`config.mk`:
```
export PLATFORM = sky130hd
export DESIGN_NAME = frequency_meter
export DESIGN_NICKNAME = d
export VERILOG_FILES = /design/src/rtl/frequency_meter_pkg.sv /design/src/rtl/frequency_meter_sync.sv /design/src/rtl/frequency_meter.sv
export SDC_FILE = /design/constraint.sdc
export NUM_CORES = 1
export LEC_CHECK = 0
export ABC_AREA = 1
export CAP_MARGIN = 20
export CORE_MARGIN = 1
export CORE_UTILIZATION = 59
export DETAILED_ROUTE_END_ITERATION = 10
export GPL_ROUTABILITY_DRIVEN = 0
export PLACE_DENSITY = 0.8
export SLEW_MARGIN = 20
export SYNTH_ARGS = -nofsm -noshare
export SYNTH_HDL_FRONTEND = slang
export SYNTH_SLANG_ARGS = --single-unit
export TNS_END_PERCENT = 1
```
`constraint.sdc`:
```
create_clock -name clk -period 1.75 [get_ports clk]
set_clock_uncertainty 0.05 [all_clocks]
set_input_delay 0.525 -clock clk [delete_from_list [all_inputs] [get_ports clk]]
set_output_delay 0.525 -clock clk [all_outputs]
set_load 0.005 [all_outputs]
```
`src/rtl/frequency_meter_pkg.sv`:
```
// Shared types and constants for the frequency meter: FSM states and BCD converter constants.
package freq_meter_pkg;

    typedef enum logic {
        IDLE = 1'b0,
        GATE = 1'b1
    } state_t;

    localparam int BCD_DIGIT_W = 4;
    localparam int ADD3_THRESH = 5;

endpackage

```
`src/rtl/frequency_meter_sync.sv`:
```
// Two-flop synchronizer for an asynchronous input followed by a registered rising-edge pulse.
module sync_edge_detect (
    input  logic clk,
    input  logic reset,
    input  logic sig_in,
    output logic edge_p
);

    logic s1, s2, s3;

    always_ff @(posedge clk) begin
        if (reset) begin
            s1     <= 1'b0;
            s2     <= 1'b0;
            s3     <= 1'b0;
            edge_p <= 1'b0;
        end else begin
            s1     <= sig_in;
            s2     <= s1;
            s3     <= s2;
            edge_p <= s2 & ~s3;
        end
    end

endmodule

```
`src/rtl/frequency_meter.sv`:
```
// Counts sig_in rising edges over a GATE_CYCLES window and publishes one count per window.
// Define FREQ_METER_BCD_EN to add a sequential double-dabble BCD copy of the result.
module frequency_meter
    import freq_meter_pkg::*;
#(
    parameter int GATE_CYCLES = 50_000_000,
    parameter int CNT_W       = 16,
    parameter int DIGITS      = 5
) (
    input  logic                          clk,
    input  logic                          reset,
    input  logic                          sig_in,
    input  logic                          enable,
    output logic [CNT_W-1:0]              freq_out,
    output logic                          freq_valid,
`ifdef FREQ_METER_BCD_EN
    output logic [BCD_DIGIT_W*DIGITS-1:0] bcd_out,
    output logic                          bcd_valid,
`endif
    output logic                          overflow
);

    localparam int WIN_W = (GATE_CYCLES > 1) ? $clog2(GATE_CYCLES) : 1;
    localparam logic [WIN_W-1:0] WIN_LAST = WIN_W'(GATE_CYCLES - 1);
    localparam logic [CNT_W-1:0] CNT_MAX  = {CNT_W{1'b1}};

    state_t           state, state_nxt;
    logic [WIN_W-1:0] win_cnt;
    logic [CNT_W-1:0] edge_cnt;
    logic             sat;
    logic             edge_p;
    logic             at_max;

    sync_edge_detect u_sync (
        .clk    (clk),
        .reset  (reset),
        .sig_in (sig_in),
        .edge_p (edge_p)
    );

    assign at_max = (edge_cnt == CNT_MAX);

    always_comb begin
        state_nxt = state;
        case (state)
            IDLE:    if (enable)  state_nxt = GATE;
            GATE:    if (!enable) state_nxt = IDLE;
            default: state_nxt = IDLE;
        endcase
    end

    always_ff @(posedge clk) begin
        if (reset) begin
            state      <= IDLE;
            win_cnt    <= '0;
            edge_cnt   <= '0;
            sat        <= 1'b0;
            freq_out   <= '0;
            overflow   <= 1'b0;
            freq_valid <= 1'b0;
        end else begin
            state      <= state_nxt;
            freq_valid <= 1'b0;
            if (state != GATE || !enable) begin
                // leaving the window discards the partial count
                win_cnt  <= '0;
                edge_cnt <= '0;
                sat      <= 1'b0;
            end else if (win_cnt == WIN_LAST) begin
                // include an edge landing on the terminal cycle, restart with no dead cycle
                freq_out   <= (edge_p && !at_max) ? edge_cnt + 1'b1 : edge_cnt;
                overflow   <= sat | (edge_p & at_max);
                freq_valid <= 1'b1;
                win_cnt    <= '0;
                edge_cnt   <= '0;
                sat        <= 1'b0;
            end else begin
                win_cnt <= win_cnt + 1'b1;
                if (edge_p) begin
                    if (at_max) sat <= 1'b1;
                    else        edge_cnt <= edge_cnt + 1'b1;
                end
            end
        end
    end

`ifdef FREQ_METER_BCD_EN
    localparam int BCD_W = BCD_DIGIT_W * DIGITS;
    localparam int BIT_W = $clog2(CNT_W + 1);

    logic [BCD_W-1:0] bcd_acc, bcd_adj;
    logic [CNT_W-1:0] bin_sr;
    logic [BIT_W-1:0] bit_cnt;
    logic             busy;

    always_comb begin
        bcd_adj = bcd_acc;
        for (int d = 0; d < DIGITS; d++) begin
            if (bcd_acc[d*BCD_DIGIT_W +: BCD_DIGIT_W] >= BCD_DIGIT_W'(ADD3_THRESH))
                bcd_adj[d*BCD_DIGIT_W +: BCD_DIGIT_W] =
                    bcd_acc[d*BCD_DIGIT_W +: BCD_DIGIT_W] + BCD_DIGIT_W'(3);
        end
    end

    always_ff @(posedge clk) begin
        if (reset) begin
            bcd_acc   <= '0;
            bin_sr    <= '0;
            bit_cnt   <= '0;
            busy      <= 1'b0;
            bcd_out   <= '0;
            bcd_valid <= 1'b0;
        end else begin
            bcd_valid <= 1'b0;
            if (freq_valid) begin
                bcd_acc <= '0;
                bin_sr  <= freq_out;
                bit_cnt <= '0;
                busy    <= 1'b1;
            end else if (busy) begin
                bcd_acc <= {bcd_adj[BCD_W-2:0], bin_sr[CNT_W-1]};
                bin_sr  <= bin_sr << 1;
                bit_cnt <= bit_cnt + 1'b1;
                if (bit_cnt == BIT_W'(CNT_W - 1)) begin
                    busy      <= 1'b0;
                    bcd_out   <= {bcd_adj[BCD_W-2:0], bin_sr[CNT_W-1]};
                    bcd_valid <= 1'b1;
                end
            end
        end
    end
`endif

endmodule

```
* Word level (Yosys, flattened, before mapping) *
Cells that the tools add are included.

word-level totals
  bits in registers = 66
  output and inout port bits = 18

cells by class
  $add $sub $neg = 2
  equality and inequality tests = 2
  mux-type cells = 3
  bitwise gates (word level) = 7
  reductions and logical operators = 9

operators by type and width
  operator                                                          count
  26-bit by 1-bit adder with 26-bit output (second input constant)  1
  26-bit == test (second input constant)                            1
  16-bit by 1-bit adder with 16-bit output (second input constant)  1
  16-bit == test (second input constant)                            1
  16-bit 2-to-1 mux                                                 1
  2-bit AND reduction                                               3
  1-bit NOT                                                         4
  3-bit OR reduction                                                1
  1-bit AND                                                         2
  1-bit zero test                                                   2
  1-bit 2-to-1 mux                                                  2
  2-bit OR reduction                                                1
  1-bit logical AND                                                 1
  1-bit logical OR                                                  1
  1-bit OR                                                          1

* Depth between registers and ports, before layout *
Gate-level depths: netlist of the first run.

  word-level depth = 4
  mapped depth = 11
  mapped depth without buffers = 10

* Modules after synthesis *
Synthesis of the first run repeated with hierarchy kept, for this count alone.

unflattened totals
  cells, all modules = 498
  area total of the unflattened synthesis = 3,355.7 um^2

modules (own cells, without submodules)
  module            instances  cells an instance  area an instance (um^2)
  frequency_meter   1          486                3,240.6
  sync_edge_detect  1          12                 115.1

* Worst setup path after synthesis of the first run *
No wires, ideal clock.

  path kind = register to register
  start = register edge_cnt[0]
  end = register freq_out[3]
  setup time = 0.115 ns
  arrival = 1.391 ns
  data required time = 1.585 ns
  setup slack = 0.194 ns
  cell stages (with the launch flop) = 11
  path buffers = 1
  period minus slack after synthesis = 1.556 ns
  cells stage by stage = dfxtp_1 ha_1 nand2_2 nor2_2 nand2_2 nor2_2 nor2_1 buf_6 nand2_2 nand3_1 and2_1

on the way
  word-level cells in the longest chain between the ends = 4
  elaborated cells on any way between the ends = 5
  those cells by class = add/sub (1); eq/ne (1); mux (1); reduce/logical (2)

RTL lines
  what                                                                              line                   source
  start, declared                                                                   frequency_meter.sv:29  logic [CNT_W-1:0] edge_cnt;
  start signal, assigned                                                            frequency_meter.sv:81  else edge_cnt <= edge_cnt + 1'b1;
  branches (longest 3 deep; another with 16-bit by 1-bit adder with 16-bit output)  n/a
  16-bit 2-to-1 mux *                                                               frequency_meter.sv:71  freq_out <= (edge_p && !at_max) ? edge_cnt + 1'b1 : edge_cnt;
  end signal, assigned                                                              frequency_meter.sv:71
  end, declared                                                                     frequency_meter.sv:14  output logic [CNT_W-1:0] freq_out,

Mark *: on every way between the ends.
A chain may end at the register's enable or synchronous reset.

* Worst setup path after layout of the first run *
  start = register edge_cnt[0]
  end = register edge_cnt[0]

on the way
  word-level cells in the longest chain between the ends = 3
  elaborated cells on any way between the ends = 4
  those cells by class = add/sub (1); eq/ne (1); bitwise (1); reduce/logical (1)

RTL lines
  what
  branches (longest 3 deep; another with 16-bit by 1-bit adder with 16-bit output)

Several ways; the timed one is not identified.

==> metrics.csv, run 1 <==
metric;value;unit
synth warn;0;
cts hold-fix bufs;0;
core area;5540;µm²
I/O Buffers;21;
Hold Fails Final Rpt;0;
final worst slack;67.81;ps
Hold Path Class;reg -> reg;
WP data arrival;1860;ps
Slowest-stage cell, CP;dfxtp_2;
Tmin final;1682;ps
Area Growth Syn to Fin;22.14;%
critical setup path kind;reg -> reg;
commonest non-fill, non-tap cell in the layout;nand2_1;
first-pass GRT wire length;13.46;mm
Max Freq;594.5;MHz
post-synthesis instance total;492;
Layout Nets;559;
commonest cells after routing, fill and taps aside;nand2_1, nor2_1, dfxtp_1;
first drt pass iteration count;7;
average routed wire per standard cell;12.91;µm
Max VDD drop;0.5315;mV
Longest Clk Path Bufs;2;
Worst R2R Start;edge_cnt[0]$_SDFFE_PP0P_;
max-cap viol count;0;
clock-pin slew on the worst setup and hold paths;70;ps
Seq/Total Area, Yosys;0.3891;
WP buf/inv;2;
CTS buffer count;9;
DRC Markers;0;
crit path launch type;register;
Via density;5.166;
CP required;1930;ps
Power Total;0.002750;W
share of layout cells above drive strength 1;0.1835;
Syn Nets;498;
dominant cell type by area after synthesis;dfxtp_1;
RSZ-0062 raised after global routing;yes;
vias;3244;
leakage power;1.797;nW
status;finished, final reports clean;
Die Y;77.87;µm
critical path's largest stage delay;350;ps
top-area cell type share of the netlist area;0.3891;
antenna violations before repair;0;
row count;27;
CP endpoint kind;register;
Tightest Pin Transition;326.0;ps
Setup crit start;edge_cnt[0]$_SDFFE_PP0P_;
pwr/cell area;663.0;nW/µm²
synthesized area;3396;µm²
vias in the first global route;3081;
gr ovfl total;0;
Slew HR;0.7824;
Horiz. Die Dim;77.87;µm
die area;6063;µm²
CTS Root Cell;clkbuf_8;
Place WS;-169.6;ps
Hold Startpoint;u_sync.s1$_SDFF_PP0_;
top cells by area in the synthesized netlist;dfxtp_1, nand2_1, nor2_1;
Sink Count;66;
cells along the critical path;ha_2 -> nand2_2 -> nor2_2 -> nand2_2 -> buf_4 -> o21ai_2 -> buf_4 -> nand2_1 -> nand2_1 -> nor2_1;
All-Layer GR Usage;0.2855;
# diodes;0;
Synth Register Bits;66;
Post-DP HPWL;5.558;mm
total routed wirelength;8.107;mm
Initial Util;0.6129;
DRT iter0 DRCs;205;
Ports;22;
antenna viol nets, final;0;
largest net degree at the start of global routing;32;
H-tree levels;3;
crit-path max FO;6;
Worst-Skew Late Latency;340;ps
Finish-stage setup viols;0;
Tcrit/Tclk final;0.9613;
CTS tree;done;
final slew viol count;0;
Crit path max-delay family;simple AND/OR/NAND/NOR gates;
synthesized area per cell;6.902;µm²
Distinct cells, synth;32;
## worst paths after layout
path / endpoint / slack [ps] / depth (start not counted)
hold reg to reg: u_sync.s2$_SDFF_PP0_ / 360 / 2
setup / recovery: edge_cnt[0]$_SDFFE_PP0P_ / 70 / 10
setup reg to reg: edge_cnt[0]$_SDFFE_PP0P_ / 70 / 10
hold / removal: u_sync.s2$_SDFF_PP0_ / 360 / 2
## metal layers
| metal | vias up | track usage | wire length [µm] |
|---|---|---|---|
| met2 | 81 | 0.5150 | 4120 |
| met4 | 0 | 0.1396 | 196 |
| met1 | 1497 | 0.3096 | 3440 |
| li1 | 1648 | - | - |
| met3 | 18 | 0.06941 | 349 |
| met5 | - | 0 | 0 |
## state kept, by name, summed over array words and instances (netlist names)
register       cells
win_cnt           26
edge_cnt          16
freq_out          16
freq_valid         1
overflow           1
sat                1
state              1
u_sync.edge_p      1
u_sync.s1          1
u_sync.s2          1
u_sync.s3          1
## Yosys cell counts, drive strengths merged
library cell and n:
nand2 157, dfxtp 66, buf 10, a21oi 28, a31o 1, ha 2
nand3 32, nand4 11, and2 4, nor3b 1, nor3 5, clkinv 1
nor2 94, or2 2, xor2 11, inv 55, nand3b 3, xnor2 7
o21ai 2
## area by class of cell
class                           instances  area (µm²)
Clock buffer                           12       165.2
Clock inverter                          2       12.51
Fill cell                             461        1393
Inverter                               56       210.2
Multi-Input combinational cell        361        1814
Sequential cell                        66        1331
Tap cell                               72       90.09
Timing Repair Buffer                   59       524.3
## worst reg2reg max path, stage by stage (launching register included)
cell and delay, ps:
dfxtp_2 350, ha_2 200, nand2_2 60, nor2_2 120, nand2_2 80, buf_4 160
o21ai_2 150, buf_4 170, nand2_1 60, nand2_1 120, nor2_1 60
## cell families (layout without fill, tap and decap cells)
family / count (synthesis) / after routing / synth area share
and+or+nand+nor: 309 / 310 / 0.4153
DFF: 66 / 66 / 0.3891
buffers and inverters: 66 / 129 / 0.08843
AOI/OAI and AO/OA: 31 / 31 / 0.05343
xor gates and xnor gates: 18 / 18 / 0.04643
adders and majority gates: 2 / 2 / 0.007368
## stage by stage
step | std cells | setup TNS (ps) | hold slack [ps] | utilization | instance area [µm²]
final | 628 | 0 | 362.4 | 0.7486 | 4148
after CTS | 626 | -21.67 | 361.5 | 0.7374 | 4085
after global routing | 628 | -89.63 | 381.2 | 0.7486 | 4148
after global placement | 612 | -3450 | 340.7 | 0.7055 | 3909
after floorplan | 492 | 0 | 322.8 | - | 3396
after detailed placement | 612 | -5214 | 348.8 | 0.7055 | 3909
## power breakdown
group          internal, W  switching (W)  leakage [nW]   total, W
clock network     0.000612       0.000570        0.0903    0.00118
registers          0.00151     0.00000332         0.536    0.00151
logic            0.0000242      0.0000334          1.17  0.0000576
total              0.00214       0.000607          1.80    0.00275
## repair_timing
item	CTS	global route
resized for setup	19	16
endpoints found under the setup margin	40	48
pin swaps	2	1
setup buffers	0	1
cloned	0	1
(Power assumes the default switching activity.)
==> inputs of run 2 (changes only) <==
--- a/config.mk
+++ b/config.mk
@@ -7,11 +7,13 @@
 export LEC_CHECK = 0
 export ABC_AREA = 1
 export CAP_MARGIN = 20
+export CELL_PAD_IN_SITES_DETAIL_PLACEMENT = 2
+export CELL_PAD_IN_SITES_GLOBAL_PLACEMENT = 2
 export CORE_MARGIN = 1
-export CORE_UTILIZATION = 59
+export CORE_UTILIZATION = 33
 export DETAILED_ROUTE_END_ITERATION = 10
 export GPL_ROUTABILITY_DRIVEN = 0
-export PLACE_DENSITY = 0.8
+export PLACE_DENSITY_LB_ADDON = 0.1
 export SLEW_MARGIN = 20
 export SYNTH_ARGS = -nofsm -noshare
 export SYNTH_HDL_FRONTEND = slang
==> metrics.csv, run 2 (synthesis results as in run 1) <==
metric;value;unit
status;finished, violations left;
failing checks;setup timing;
Final Non-Filler Cells;706;
leakage power;1.843;nW
Longest Clk Path Bufs;2;
Hold Startpoint;u_sync.s3$_SDFF_PP0_;
clock-pin slew on the worst setup and hold paths;90;ps
Hold Fails Final Rpt;0;
Worst R2R Start;edge_cnt[6]$_SDFFE_PP0P_;
H-tree levels;3;
max FFs per register;26;
Area Growth Syn to Fin;32.50;%
average routed wire per standard cell;18.75;µm
antenna viol nets, final;0;
Die Y;103.4;µm
vias;3508;
Power Total;0.003365;W
Max VDD drop;0.3555;mV
gr ovfl total;0;
# diodes;0;
DRT iter0 DRCs;128;
WP data arrival;1990;ps
Tcrit/Tclk final;1.014;
CTS tree;done;
crit-path max FO;6;
dpl cells;681;
Tightest Pin Transition;373.5;ps
Layout Nets;574;
Setup crit start;edge_cnt[6]$_SDFFE_PP0P_;
Most flops, register;win_cnt;
share of layout cells above drive strength 1;0.2426;
Ports;22;
core area;9864;µm²
Finish-stage setup viols;1;
die area;10700;µm²
largest net degree at the start of global routing;20;
area post-placement;4045;µm²
row count;36;
pwr/cell area;747.9;nW/µm²
first drt pass iteration count;4;
max-cap viol count;0;
Via density;4.969;
commonest non-fill, non-tap cell in the layout;nand2_1;
Worst-Skew Late Latency;360;ps
Initial Util;0.3442;
Post-DP HPWL;8.166;mm
final worst slack;-23.86;ps
Sink Count;66;
commonest cells after routing, fill and taps aside;nand2_1, nor2_1, inv_1;
critical setup path kind;reg -> reg;
Hold Path Class;reg -> reg;
CP endpoint kind;register;
DRC Markers;0;
CTS Root Cell;clkbuf_8;
final slew viol count;0;
FILL cells;1148;
Largest regs;win_cnt: 26 flops, edge_cnt: 16 flops, freq_out: 16 flops;
RSZ-0062 raised after global routing;yes;
total routed wirelength;13.24;mm
I/O Buffers;21;
CTS buffer count;9;
final instance area;4499;µm²
Slew HR;0.7504;
CP required;1970;ps
antenna violations before repair;0;
vias in the first global route;3615;
first-pass GRT wire length;19.00;mm
crit path launch type;register;
All-Layer GR Usage;0.2396;
Horiz. Die Dim;103.4;µm
Max Freq;563.7;MHz
hold slack;346.1;ps
Tmin final;1774;ps
## run 2: final timing paths
path | to | slack [ps] | cells past startpoint
max | edge_cnt[2]$_SDFFE_PP0P_ | -20 | 8
min | u_sync.edge_p$_SDFF_PP0_ | 350 | 1
max reg2reg | edge_cnt[2]$_SDFFE_PP0P_ | -20 | 8
min reg2reg | u_sync.edge_p$_SDFF_PP0_ | 350 | 1
## run 2: stage by stage
step | TNS [ps] | utilization | setup WS, ps
floorplan | 0 | - | 194.1
finish | -23.86 | 0.4561 | -23.86
global placement | -5321 | 0.4101 | -180.6
detailed placement | -10850 | 0.4101 | -317.2
CTS | 0 | 0.4389 | 9.806
global route | -552.0 | 0.4561 | -77.11
## run 2: cell type report
class / count / area, µm² / area share
Inverter: 56 / 210.2 / 0.04672
Clock buffer: 11 / 141.4 / 0.03142
Timing Repair Buffer: 74 / 639.4 / 0.1421
Multi-Input combinational cell: 361 / 1872 / 0.4160
Clock inverter: 5 / 125.1 / 0.02781
Sequential cell: 66 / 1345 / 0.2989
Tap cell: 133 / 166.4 / 0.03699
## run 2: power breakdown
group | switching (W) | leakage [nW] | internal [W]
clock | 0.000660 | 0.134 | 0.00113
sequential | 0.00000226 | 0.542 | 0.00151
combinational | 0.0000410 | 1.17 | 0.0000266
total | 0.000704 | 1.84 | 0.00266
## run 2: metal layers
metal,global-route usage,part of all wire
met1,0.3188,0.48
met3,0.03293,0.025
met4,0.09426,0.014
met2,0.3923,0.48
met5,0,0
## run 2: timing repair
| item | in CTS | in global routing |
|---|---|---|
| pin swaps | 1 | 5 |
| setup buffers | 1 | 6 |
| setup endpoints to repair | 42 | 45 |
| hold buffers | 0 | 0 |
| gates resized for setup | 34 | 30 |
| cloned | 0 | 2 |
## run 2: critical path, cell delays in order (launching register included)
cell and delay (ps):
dfxtp_1 360, nand2_1 130, nor2_4 190, nand2_2 100, buf_4 170, o21ai_4 160, buf_6 160, nand2_1 100
a21oi_1 240
==> inputs of run 3 (changes only) <==
--- a/config.mk
+++ b/config.mk
@@ -14,7 +14,7 @@
 export DETAILED_ROUTE_END_ITERATION = 10
 export GPL_ROUTABILITY_DRIVEN = 0
 export PLACE_DENSITY_LB_ADDON = 0.1
-export SLEW_MARGIN = 20
+export SKIP_CTS_REPAIR_TIMING = 1
 export SYNTH_ARGS = -nofsm -noshare
 export SYNTH_HDL_FRONTEND = slang
 export SYNTH_SLANG_ARGS = --single-unit
==> metrics.csv, run 3 (synthesis results as in run 1) <==
metric;value;unit
crit path launch type;register;
Horiz. Die Dim;103.4;µm
Slew HR;0.7240;
vias in the first global route;3554;
antenna viol nets, final;0;
status;finished, violations left;
DRT iter0 DRCs;90;
clock-pin slew on the worst setup and hold paths;80;ps
Sw Share;0.2066;
core area;9864;µm²
H-tree levels;3;
crit-path max FO;14;
Max Freq;540.1;MHz
Tcrit/Tclk final;1.058;
Via density;4.856;
Hold Fails Final Rpt;0;
DRC Markers;0;
CP endpoint kind;register;
RSZ-0062 raised after global routing;yes;
Max VDD drop;0.3232;mV
final slew viol count;0;
Die Y;103.4;µm
CTS tree;done;
register share of total power;0.450;
WP buf/inv;0;
Hold Path Class;reg -> reg;
Area Growth Syn to Fin;30.51;%
vias;3394;
critical setup path kind;reg -> reg;
Finish-stage setup viols;3;
CP required;1960;ps
clock power share;0.531;
first-pass GRT wire length;18.12;mm
# diodes;0;
commonest non-fill, non-tap cell in the layout;nand2_1;
average routed wire per standard cell;17.38;µm
total routed wirelength;12.15;mm
row count;36;
Worst R2R Start;win_cnt[21]$_SDFF_PP0_;
Tightest Pin Transition;412.5;ps
Largest regs;win_cnt: 26 flops, edge_cnt: 16 flops, freq_out: 16 flops;
Layout Nets;567;
All-Layer GR Usage;0.2272;
Worst-Skew Late Latency;370;ps
first drt pass iteration count;4;
antenna violations before repair;0;
pwr/cell area;756.6;nW/µm²
share of layout cells above drive strength 1;0.2032;
failing checks;setup timing;
Most flops, register;win_cnt;
Tmin final;1852;ps
I/O Buffers;21;
critical path's largest stage delay;460;ps
Longest Clk Path Bufs;2;
final worst slack;-101.7;ps
Setup crit start;win_cnt[21]$_SDFF_PP0_;
CTS Root Cell;clkbuf_8;
Sink Count;66;
cells along the critical path;nand4_2 -> nor2_8 -> nand3_4 -> nor2_8 -> nand3_1 -> and2_1;
gr ovfl total;0;
Slowest-stage cell, CP;dfxtp_1;
leakage power;2.034;nW
net switching power;0.0006927;W
largest net degree at the start of global routing;20;
Combinational Power Share;0.020;
Hold Startpoint;u_sync.s3$_SDFF_PP0_;
max FFs per register;26;
Initial Util;0.3442;
most used cell, CP;nor2_8;
Crit path max-delay family;simple AND/OR/NAND/NOR gates;
WP data arrival;2060;ps
Internal;0.002660;W
Ports;22;
Post-DP HPWL;8.166;mm
max-cap viol count;0;
final core utilization;0.4493;
CTS buffer count;9;
setup_tns;-193.5;ps
die area;10700;µm²
commonest cells after routing, fill and taps aside;nand2_1, nor2_1, dfxtp_1;
==> run 3: worst register-to-register path: cells and delay by family (launching register included) <==
family / cells / cell delay (ps)
flops: 1 / 460
simple gates: 6 / 1240
==> run 3: layout make-up <==
type,count,area [µm²]
inverters,56,210.2
fillers,1163,5433
multi-input cells,360,1809
clock inverters,5,125.1
clock buffers,11,141.4
well taps,133,166.4
repair buffers,68,646.9
flip-flops and latches,66,1333
==> run 3: worst paths after layout <==
path / end / slack (ps) / depth (start not counted)
worst max-delay path: freq_out[4]$_SDFFE_PP0P_ / -100 / 6
worst min-delay path: u_sync.edge_p$_SDFF_PP0_ / 350 / 1
worst max register to register: freq_out[4]$_SDFFE_PP0P_ / -100 / 6
worst min register to register: u_sync.edge_p$_SDFF_PP0_ / 350 / 1
==> run 3: power by group through the flow <==
stage	clock network (W)	registers, W	logic (W)
final	0.00178	0.00151	0.0000657
after global routing	0.00186	0.00151	0.0000716
after CTS	0.00180	0.00151	0.0000633
after detailed placement	0	0.00154	0.0000629
after global placement	0	0.00154	0.0000597
after floorplan	0	0.00154	0.0000277
==> run 3: routing by layer <==
metal / vias up / wire length, µm / GRT usage
li1: 1664 / - / -
met1: 1682 / 5943 / 0.3093
met2: 36 / 5813 / 0.3678
met3: 12 / 220 / 0.02823
met4: 0 / 171 / 0.08451
met5: - / 0 / 0
==> run 3: through the flow <==
stage                     setup slack, ps  cell area (µm²)  cells  hold slack [ps]  power [W]
after floorplan                     194.1             3396    492            322.8   0.001571
after global placement             -180.6             4045    681            328.0   0.001602
after detailed placement           -317.2             4045    681            350.9   0.001606
after CTS                          -367.9             4312    697            363.8   0.003376
after global routing               -164.2             4432    699            368.9   0.003443
final                              -101.7             4432    699            350.5   0.003353
